<file path="src/rtl/uart_tx_fifo_if.sv">
// rtl/uart_tx_fifo_if.sv - producer-side handshake and serial line bundle for uart_tx_fifo
interface uart_tx_fifo_if;
  logic [7:0] data;
  logic       send;
  logic       clear;
  logic       ready;
  logic       busy;
  logic       done;
  logic       overflow;
  logic       tx;

  modport master (
    output data, send, clear,
    input  ready, busy, done, overflow, tx
  );

  modport slave (
    input  data, send, clear,
    output ready, busy, done, overflow, tx
  );
endinterface

</file>
<file path="src/rtl/uart_tx_fifo.sv">
// rtl/uart_tx_fifo.sv - 8N1 LSB-first UART transmitter fed by a small byte FIFO
module uart_tx_fifo #(
  parameter int clock_frequency = 12000000,
  parameter int baud_rate       = 9600,
  parameter int FIFO_DEPTH      = 4
) (
  input  logic           clk,
  input  logic           rst_n,
  uart_tx_fifo_if.slave  bus
);
  localparam int CPB = clock_frequency / baud_rate;
  localparam int AW  = $clog2(FIFO_DEPTH);
  localparam int CW  = AW + 1;
  localparam logic [15:0]   BAUD_RELOAD = 16'(CPB - 1);
  localparam logic [CW-1:0] FULL_COUNT  = CW'(FIFO_DEPTH);

  typedef enum logic [2:0] {IDLE, LOAD, START, DATA, STOP} state_t;

  state_t        state_q, state_d;
  logic [7:0]    mem [FIFO_DEPTH];
  logic [AW-1:0] wr_ptr, rd_ptr;
  logic [CW-1:0] count;
  logic [15:0]   baud_q, baud_d;
  logic [2:0]    bit_q, bit_d;
  logic [7:0]    shift_q, shift_d;
  logic          tx_q, tx_d;
  logic          overflow_q;
  logic          push, pop, fifo_empty, baud_done;

  assign bus.ready    = (count != FULL_COUNT);
  assign push         = bus.send & bus.ready;
  assign pop          = (state_q == LOAD);
  assign fifo_empty   = (count == '0);
  assign baud_done    = (baud_q == '0);
  assign bus.busy     = (state_q != IDLE) | ~fifo_empty;
  assign bus.done     = (state_q == STOP) & baud_done;
  assign bus.overflow = overflow_q;
  assign bus.tx       = tx_q;

  always_ff @(posedge clk) begin
    if (push) mem[wr_ptr] <= bus.data;
  end

  always_ff @(posedge clk or negedge rst_n) begin
    if (!rst_n) begin
      wr_ptr <= '0;
      rd_ptr <= '0;
      count  <= '0;
    end else begin
      if (push) wr_ptr <= wr_ptr + AW'(1);
      if (pop)  rd_ptr <= rd_ptr + AW'(1);
      case ({push, pop})
        2'b10:   count <= count + CW'(1);
        2'b01:   count <= count - CW'(1);
        default: count <= count;
      endcase
    end
  end

  // A dropped push still flags overflow when a pop frees a slot that same cycle.
  always_ff @(posedge clk or negedge rst_n) begin
    if (!rst_n)                      overflow_q <= 1'b0;
    else if (bus.send && !bus.ready) overflow_q <= 1'b1;
    else if (bus.clear)              overflow_q <= 1'b0;
  end

  always_comb begin
    state_d = state_q;
    baud_d  = baud_q;
    bit_d   = bit_q;
    shift_d = shift_q;
    case (state_q)
      IDLE: if (!fifo_empty) state_d = LOAD;
      LOAD: begin
        shift_d = mem[rd_ptr];
        baud_d  = BAUD_RELOAD;
        bit_d   = '0;
        state_d = START;
      end
      START: begin
        if (baud_done) begin
          baud_d  = BAUD_RELOAD;
          state_d = DATA;
        end else begin
          baud_d = baud_q - 16'd1;
        end
      end
      DATA: begin
        if (baud_done) begin
          baud_d  = BAUD_RELOAD;
          shift_d = shift_q >> 1;
          bit_d   = bit_q + 3'd1;
          if (bit_q == 3'd7) state_d = STOP;
        end else begin
          baud_d = baud_q - 16'd1;
        end
      end
      STOP: begin
        if (baud_done) state_d = fifo_empty ? IDLE : LOAD;
        else           baud_d  = baud_q - 16'd1;
      end
      default: state_d = IDLE;
    endcase

    // tx is registered from the upcoming state so each bit lines up with its state.
    case (state_d)
      START:   tx_d = 1'b0;
      DATA:    tx_d = shift_d[0];
      default: tx_d = 1'b1;
    endcase
  end

  always_ff @(posedge clk or negedge rst_n) begin
    if (!rst_n) begin
      state_q <= IDLE;
      baud_q  <= '0;
      bit_q   <= '0;
      shift_q <= '0;
      tx_q    <= 1'b1;
    end else begin
      state_q <= state_d;
      baud_q  <= baud_d;
      bit_q   <= bit_d;
      shift_q <= shift_d;
      tx_q    <= tx_d;
    end
  end
endmodule

</file>
<file path="src/flat_wrapper.sv">
// flat-port wrapper written by rule: the top's interface ports become plain ports
module uart_tx_fifo_flat 
#(
  parameter int clock_frequency = 12000000,
  parameter int baud_rate       = 9600,
  parameter int FIFO_DEPTH      = 4
)
  (clk, rst_n, bus_data, bus_send, bus_clear, bus_ready, bus_busy, bus_done, bus_overflow, bus_tx);
  uart_tx_fifo_if bus_i ();
  input  logic clk;
  input  logic rst_n;
  input wire logic [$bits(bus_i.data)-1:0] bus_data;
  input wire logic [$bits(bus_i.send)-1:0] bus_send;
  input wire logic [$bits(bus_i.clear)-1:0] bus_clear;
  output wire logic [$bits(bus_i.ready)-1:0] bus_ready;
  output wire logic [$bits(bus_i.busy)-1:0] bus_busy;
  output wire logic [$bits(bus_i.done)-1:0] bus_done;
  output wire logic [$bits(bus_i.overflow)-1:0] bus_overflow;
  output wire logic [$bits(bus_i.tx)-1:0] bus_tx;
  assign bus_i.data = bus_data;
  assign bus_i.send = bus_send;
  assign bus_i.clear = bus_clear;
  assign bus_ready = bus_i.ready;
  assign bus_busy = bus_i.busy;
  assign bus_done = bus_i.done;
  assign bus_overflow = bus_i.overflow;
  assign bus_tx = bus_i.tx;
  uart_tx_fifo #(.clock_frequency(clock_frequency), .baud_rate(baud_rate), .FIFO_DEPTH(FIFO_DEPTH)) u_core (.clk(clk), .rst_n(rst_n), .bus(bus_i));
endmodule
</file>
<file path="config.mk">
export PLATFORM = sky130hd
export DESIGN_NAME = uart_tx_fifo_flat
export DESIGN_NICKNAME = d
export VERILOG_FILES = /design/src/rtl/uart_tx_fifo_if.sv /design/src/rtl/uart_tx_fifo.sv /design/src/flat_wrapper.sv
export SDC_FILE = /design/constraint.sdc
export NUM_CORES = 1
export LEC_CHECK = 0
export ABC_CLOCK_PERIOD_IN_PS = 2500
export BUFFER_PORTS_ARGS = -buffer_cell sky130_fd_sc_hd__buf_2
export CAP_MARGIN = 20
export CORE_ASPECT_RATIO = 0.8
export CORE_MARGIN = 1
export CORE_UTILIZATION = 55
export CTS_CLUSTER_DIAMETER = 60
export DETAILED_ROUTE_END_ITERATION = 8
export GPL_TIMING_DRIVEN = 0
export PLACE_DENSITY = 0.88
export RECOVER_POWER = 25
export SETUP_SLACK_MARGIN = 0.2
export SYNTH_ARGS = -nofsm -noshare
export SYNTH_HDL_FRONTEND = slang
export SYNTH_SLANG_ARGS = --single-unit
</file>
<file path="constraint.sdc">
create_clock -name clk -period 2.5 [get_ports clk]
set_clock_uncertainty 0.2 [all_clocks]
set_input_delay 0.125 -clock clk [delete_from_list [all_inputs] [get_ports clk]]
set_output_delay 0.125 -clock clk [all_outputs]
set_load 0.005 [all_outputs]
</file>
==> reports/qor.yml, run 1 <==
outcome: "finished clean"
track_usage_pct: 25.10
synth_cell_types: 56
grt_pass1_wl_um: 12170
coreArea_um2: 5943
gp_congestion: 0.8446
min_period_ns: 2.257
synth_compound_area_share_pct: 13.22
p_sw_uw: 778.3
die_x_um: 90.13
switching_share_pct: 27.77
max_slew.worst_pin.slew_ns: 1.004
synth_top_family_by_area: "simple AND/OR/NAND/NOR gates"
fill_cells: 405
min_period_over_period_pct: 90.28
dr.pass1.iters: 4
slew_headroom_pct: 33.10
cts_tree: "done"
clk_latency_ns: 0.36
rows: 25
yosys.area_share.simple_pct: 13.95
clock_path_buffers: 2
post-dp-hpwl_um: 4585
pre_cts_ws_ns: -0.07808
critPathKind: "flop to flop"
drt_iter0_drc: 310
synth_enable_flop_cells: 32
ant_nets: 0
synth-warning-count: 0
ios: 17
synthCells: 276
postSynthAreaPerCell_um2: 12.38
multiInputGateArea_um2: 1480
die_h_um: 72.50
crit_path_end_kind: "flop"
final-hold-violation-count: 0
max_stage_delay_ns: 0.43
synthAdderAreaFrac_pct: 3.515
timing.final.max_slew_violations: 0
async_reset_ff_share_pct: 54.93
timing.critical_path.buf_inv: 2
final_layout_size_suffix_gt1_share_pct: 25.30
grt_pass1_vias: 2442
dieArea_um2: 6534
fin_nets: 348
cp.depth: 7
path_cells: "buf_6 > or3b_4 > a2111oi_4 > buf_4 > o211ai_4 > or3_4 > a21oi_2"
num_vias: 2508
cts.sinks: 71
synth.net_count: 297
cap_violations: 0
crit_fanout: 5
rr_worst_depth: 7
finalWirelength_um: 7740
leakage_nw: 1.613
dp.cells: 373
cts-buffers-inserted: 9
critPathRequiredTime_ns: 2.60
power.share.clock_pct: 34.7
synth_xor_area_share_pct: 3.332
rsz0062_at_grt: "true"
htree_levels: 3
hold_path_class: "primary input to async pin"
grt_max_degree: 40
power_density_nw_per_um2: 676.2
fin_ws_ns: 0.2429
ys.flop_type: "dfrtp_1"
antenna_found_initial: 0
wire_per_inst_um: 18.74
ys_seq_area_share_pct: 56.72
p_seq_share_pct: 52.2
startpoint_type: "flop"
p_int_mw: 2.025
clkTransAtPathRegs_ns: 0.09
ys_seq_elements: 71
grt-ovfl-total: 0
regArea_um2: 1942
cpMaxStageDelayCell: "or3b_4"
combPwrFrac_pct: 13.1
area_growth_pct: 21.31
initial_core_util_pct: 57.49
diodes: 0
drc_errors: 0
layout.cells.non_filler: 413
finalSetupViolCount: 0
vdd_drop_max_mv: 0.6906
clockRootBuffer: "clkbuf_8"
synth_area_um2: 3417
clock.fmax_mhz: 443.1
synthMuxAreaShare_pct: 6.188
cp_top_family: "simple AND/OR/NAND/NOR gates"
port-buffer-count: 16
viasPerCell: 6.073
cp.arrival_ns: 2.36
-- sequential cells by signal (all words and copies together) (netlist names) --
signal,flops
u_core.bus.overflow,1
u_core.count,3
u_core.bit_q,3
u_core.bus.tx,1
u_core.rd_ptr,2
u_core.baud_q,16
u_core.shift_q,8
u_core.wr_ptr,2
u_core.mem,32
u_core.state_q,3
-- layout make-up --
cell class,count,area share (%)
plain buffers,12,1.932
clock buffers,9,2.988
clock inverters,7,2.053
inverters,12,1.268
multi-input cells,181,35.71
flip-flops and latches,71,46.85
well taps,81,2.445
repair buffers,40,6.761
-- timing repair --
item	CTS	global route
endpoints found under the hold margin	72	0
setup endpoints to repair	31	27
pin swaps	5	2
gates cloned	0	0
setup buffers	9	3
hold buffers	12	0
resized for setup	14	19
-- routing by layer --
| layer | up-vias | track usage, % | part of all wire, % |
|---|---|---|---|
| met2 | 92 | 42.66 | 51 |
| met1 | 1259 | 30.63 | 42 |
| met3 | 12 | 7.652 | 6.0 |
| met4 | 0 | 9.677 | 1.5 |
| met5 | - | 0 | 0 |
| li1 | 1145 | - | - |
-- power groups by stage --
stage,Sequential [mW],Clock [mW],Combinational (mW)
after CTS,1.46,0.981,0.356
final,1.46,0.972,0.366
after detailed placement,1.49,0,0.331
after global placement,1.47,0,0.307
after floorplan,1.46,0,0.226
after global routing,1.48,1.02,0.406
-- cell usage in the layout, fill, tap and decap left out, drive strengths merged, types with 3 or more instances in the layout --
cell type,n
dfrtp,38
edfxtp,32
clkbuf,25
buf,24
nor2,21
a21oi,18
o22ai,16
inv,16
dlygate4sd3,12
o21ai,11
nand2,11
xor2,9
nand3,9
mux4,8
ha,8
and3,7
o211ai,5
or3,5
xnor2,4
nor2b,4
or4,4
nor4,3
nand4,3
-- metrics by stage --
step / instance area [um2] / hold WS [ns] / setup TNS, ns / power, mW / utilization [%]
3_5_place_dp: 3626 / 0.09593 / -0.8360 / 1.817 / 61.01
2_1_floorplan: 3445 / -0.3706 / 0 / 1.686 / -
4_1_cts: 4076 / 0.2392 / 0 / 2.799 / 68.59
3_3_place_gp: 3626 / 0.1002 / -0.3085 / 1.780 / 61.01
6_report: 4145 / 0.2571 / 0 / 2.803 / 69.75
5_1_grt: 4145 / 0.3373 / 0 / 2.909 / 69.75
-- worst reg2reg max path: cells and delay by family, from the launching register on --
kind	cells	cell delay (ns)
DFF	1	0.38
AOI/OAI and AO/OA	3	0.52
and+or+nand+nor	2	0.77
buffers and inverters	2	0.32
-- cell usage after synthesis, types with 2 or more instances --
| cell type | n | area (um2) |
|---|---|---|
| a21o_1 | 2 | 15.01 |
| a21oi_1 | 16 | 80.08 |
| a21oi_2 | 2 | 17.52 |
| a22o_1 | 2 | 17.52 |
| a31oi_1 | 2 | 12.51 |
| and2_1 | 2 | 12.51 |
| and3_1 | 7 | 43.79 |
| buf_2 | 3 | 15.01 |
| clkbuf_1 | 7 | 26.28 |
| dfrtp_1 | 38 | 950.9 |
| edfxtp_1 | 32 | 960.9 |
| ha_1 | 8 | 100.1 |
| inv_1 | 12 | 45.04 |
| mux2i_1 | 2 | 20.02 |
| mux4_2 | 8 | 180.2 |
| nand2_1 | 11 | 41.29 |
| nand2b_1 | 2 | 12.51 |
| nand3_1 | 9 | 45.04 |
| nand3b_1 | 2 | 15.01 |
| nand4_1 | 2 | 12.51 |
| nor2_1 | 21 | 78.83 |
| nor2b_1 | 4 | 25.02 |
| nor3_1 | 2 | 10.01 |
| o211ai_1 | 4 | 30.03 |
| o21ai_0 | 11 | 55.05 |
| o22ai_1 | 16 | 100.1 |
| o31ai_1 | 2 | 15.01 |
| or3_1 | 5 | 31.28 |
| or4_1 | 4 | 30.03 |
| xnor2_1 | 4 | 35.03 |
| xor2_1 | 9 | 78.83 |
-- cells by family after synthesis --
group,Yosys count
simple gates,82
flops,71
compound gates,66
buf+inv,24
xor+xnor,13
mux,11
fa+ha+maj,9
-- worst paths after layout --
| kind | from | endpoint | slack [ns] |
|---|---|---|---|
| max in group asynchronous | rst_n | u_core.baud_q[2]$_DFFE_PN0P_ | 1.15 |
| min in group clk | u_core.baud_q[0]$_DFFE_PN0P_ | u_core.baud_q[0]$_DFFE_PN0P_ | 0.31 |
| worst min-delay path | rst_n | u_core.state_q[2]$_DFF_PN0_ | 0.26 |
| worst max register to register | u_core.state_q[0]$_DFF_PN0_ | u_core.baud_q[13]$_DFFE_PN0P_ | 0.24 |
| worst max-delay path | u_core.state_q[0]$_DFF_PN0_ | u_core.baud_q[13]$_DFFE_PN0P_ | 0.24 |
| worst min register to register | u_core.baud_q[0]$_DFFE_PN0P_ | u_core.baud_q[0]$_DFFE_PN0P_ | 0.31 |
No activity file was read; power rests on OpenSTA's default activity.
==> run 2: changes to the inputs <==
==> constraint.sdc (replaced) <==
create_clock -name clk -period 2.5 [get_ports clk]
set_clock_uncertainty 0.2 [all_clocks]
set_input_delay 0.125 -clock clk [delete_from_list [all_inputs] [get_ports clk]]
set_output_delay 0.125 -clock clk [all_outputs]
set_load 0.1 [all_outputs]
==> run 2 against run 1 <==
Against the previous run: the run now ends with negative hold slack left; maximum frequency decreased by 3.3%; via count decreased by 0.16%; core utilization increased by 0.34 points; non-clock buffer count increased by 4; design area increased by 0.48%; total power increased by 0.45%; worst setup slack got worse by 0.077 ns; register-to-register slack got worse by 0.08 ns; combinational power increased by 22%; sequential power about the same; critical path depth unchanged; critical endpoint unchanged; highest routed layer unchanged.
==> reports/qor.yml, run 2 (synthesized netlist as in run 1, its figures left out) <==
cts-buffers-inserted: 9
post-dp-hpwl_um: 4482
wire_per_inst_um: 18.34
max_slew.worst_pin.slew_ns: 1.043
cp-startpoint: "u_core.state_q[1]$_DFF_PN0_"
port-buffer-count: 16
clock.fmax_mhz: 428.4
diodes: 0
grt_pass1_wl_um: 11960
regArea_um2: 1943
max_stage_delay_ns: 0.43
timing.final.max_slew_violations: 0
grt-ovfl-total: 0
finalWirelength_um: 7647
clockRootBuffer: "clkbuf_8"
fill_cells: 407
worst_hold_slack_ns: -0.007436
num_vias: 2504
largestRegisters: "u_core.mem x32, u_core.baud_q x16, u_core.shift_q x8"
viasPerCell: 6.005
power_density_nw_per_um2: 676.0
largest_reg_flops: 32
largest-register: "u_core.mem"
antenna_found_initial: 0
clkTransAtPathRegs_ns: 0.08
ios: 17
final-hold-violation-count: 1
clock_path_buffers: 2
r2r-start: "u_core.state_q[1]$_DFF_PN0_"
r2r_end: "u_core.baud_q[13]$_DFFE_PN0P_"
cpMaxStageDelayCell: "dfrtp_2"
clk_latency_ns: 0.36
crit_fanout: 5
outcome: "finished with violations"
finalSetupViolCount: 0
hold_path_class: "primary input to flop"
rrSetupSlack_ns: 0.17
crit_end: "u_core.baud_q[13]$_DFFE_PN0P_"
startpoint_type: "flop"
layout_common_cells: "dfrtp_1, edfxtp_1, nor2_1, buf_4, o22ai_1"
rows: 25
min_period_over_period_pct: 93.37
final_common_cell: "dfrtp_1"
htree_levels: 3
coreArea_um2: 5943
cts.sinks: 71
min_period_ns: 2.334
dieArea_um2: 6534
drc_errors: 0
die_x_um: 90.13
die_h_um: 72.50
area_growth_pct: 21.90
rr_worst_depth: 7
vdd_drop_max_mv: 0.6217
leakage_nw: 1.624
dr.pass1.iters: 4
drt_iter0_drc: 242
track_usage_pct: 24.48
pre_cts_ws_ns: -0.1658
path_cells: "buf_6 > or3b_4 > a2111oi_4 > buf_4 > o211ai_4 > or3_4 > a21oi_2"
fin_ws_ns: 0.1657
initial_core_util_pct: 57.49
fin_setup_tns_ns: 0
gp_congestion: 0.8301
rsz0062_at_grt: "true"
ant_nets: 0
cts_tree: "done"
grt_max_degree: 40
slew_headroom_pct: 30.44
crit_path_end_kind: "flop"
final_layout_size_suffix_gt1_share_pct: 27.68
critPathKind: "flop to flop"
fin_nets: 352
grt_pass1_vias: 2413
critPathRequiredTime_ns: 2.59
multiInputGateArea_um2: 1468
cp.arrival_ns: 2.43
cap_violations: 0
violations: "negative hold slack"
run 2: how the worst min path moves through the flow:
stage / start / end / slack [ns] / cells after the start
4_1_cts: bus_send / u_core.wr_ptr[0]$_DFFE_PN0P_ / 0.005 / 3
5_1_grt: bus_send / u_core.wr_ptr[0]$_DFFE_PN0P_ / 0.03 / 3
3_3_place_gp: rst_n / u_core.bit_q[2]$_DFFE_PN0P_ / 0.09 / 1
6_report: bus_send / u_core.wr_ptr[0]$_DFFE_PN0P_ / -0.007 / 3
2_1_floorplan: rst_n / u_core.baud_q[0]$_DFFE_PN0P_ / -0.37 / 0
3_5_place_dp: rst_n / u_core.state_q[2]$_DFF_PN0_ / 0.11 / 1
run 2: what timing repair did:
action                                 in CTS  in global routing
pin swaps                                   8                 10
hold buffers                               11                  0
gates resized for setup                    29                 20
setup endpoints to repair                  31                 31
buffers inserted                           13                  4
endpoints found under the hold margin      71                  0
run 2: final cells by class:
type / count / share of cell area (%)
Clock inverter: 7 / 1.652
Timing Repair Buffer: 44 / 7.900
Inverter: 12 / 1.262
Sequential cell: 71 / 46.65
Clock buffer: 9 / 2.974
Buffer: 12 / 1.892
Tap cell: 81 / 2.433
Multi-Input combinational cell: 181 / 35.24
run 2: layer usage:
layer / GRT usage (%) / up-vias / part of all wire [%]
met5: 0 / - / 0
met4: 12.37 / 0 / 1.7
met3: 5.660 / 11 / 4.9
met2: 41.90 / 74 / 51
met1: 29.70 / 1256 / 43
li1: - / 1163 / -
run 2: worst max-delay path: cells and delay by family (launching register included):
| kind | cells | cell delay, ns |
|---|---|---|
| buf+inv | 2 | 0.32 |
| compound gates | 3 | 0.58 |
| flops | 1 | 0.43 |
| simple gates | 2 | 0.72 |
run 2: power by group:
group / total, mW / internal, mW / switching (mW)
Clock: 0.898 / 0.394 / 0.503
Combinational: 0.445 / 0.158 / 0.286
Sequential: 1.47 / 1.39 / 0.0871
Total: 2.82 / 1.94 / 0.877
run 2: per-stage QoR:
| stage | total power [mW] | std cells | utilization [%] | cell area [um2] |
|---|---|---|---|---|
| 5_1_grt | 2.932 | 417 | 70.08 | 4165 |
| 2_1_floorplan | 1.778 | 276 | - | 3427 |
| 4_1_cts | 2.833 | 413 | 69.24 | 4115 |
| 3_3_place_gp | 1.870 | 373 | 60.72 | 3608 |
| 6_report | 2.816 | 417 | 70.08 | 4165 |
| 3_5_place_dp | 1.908 | 373 | 60.72 | 3608 |
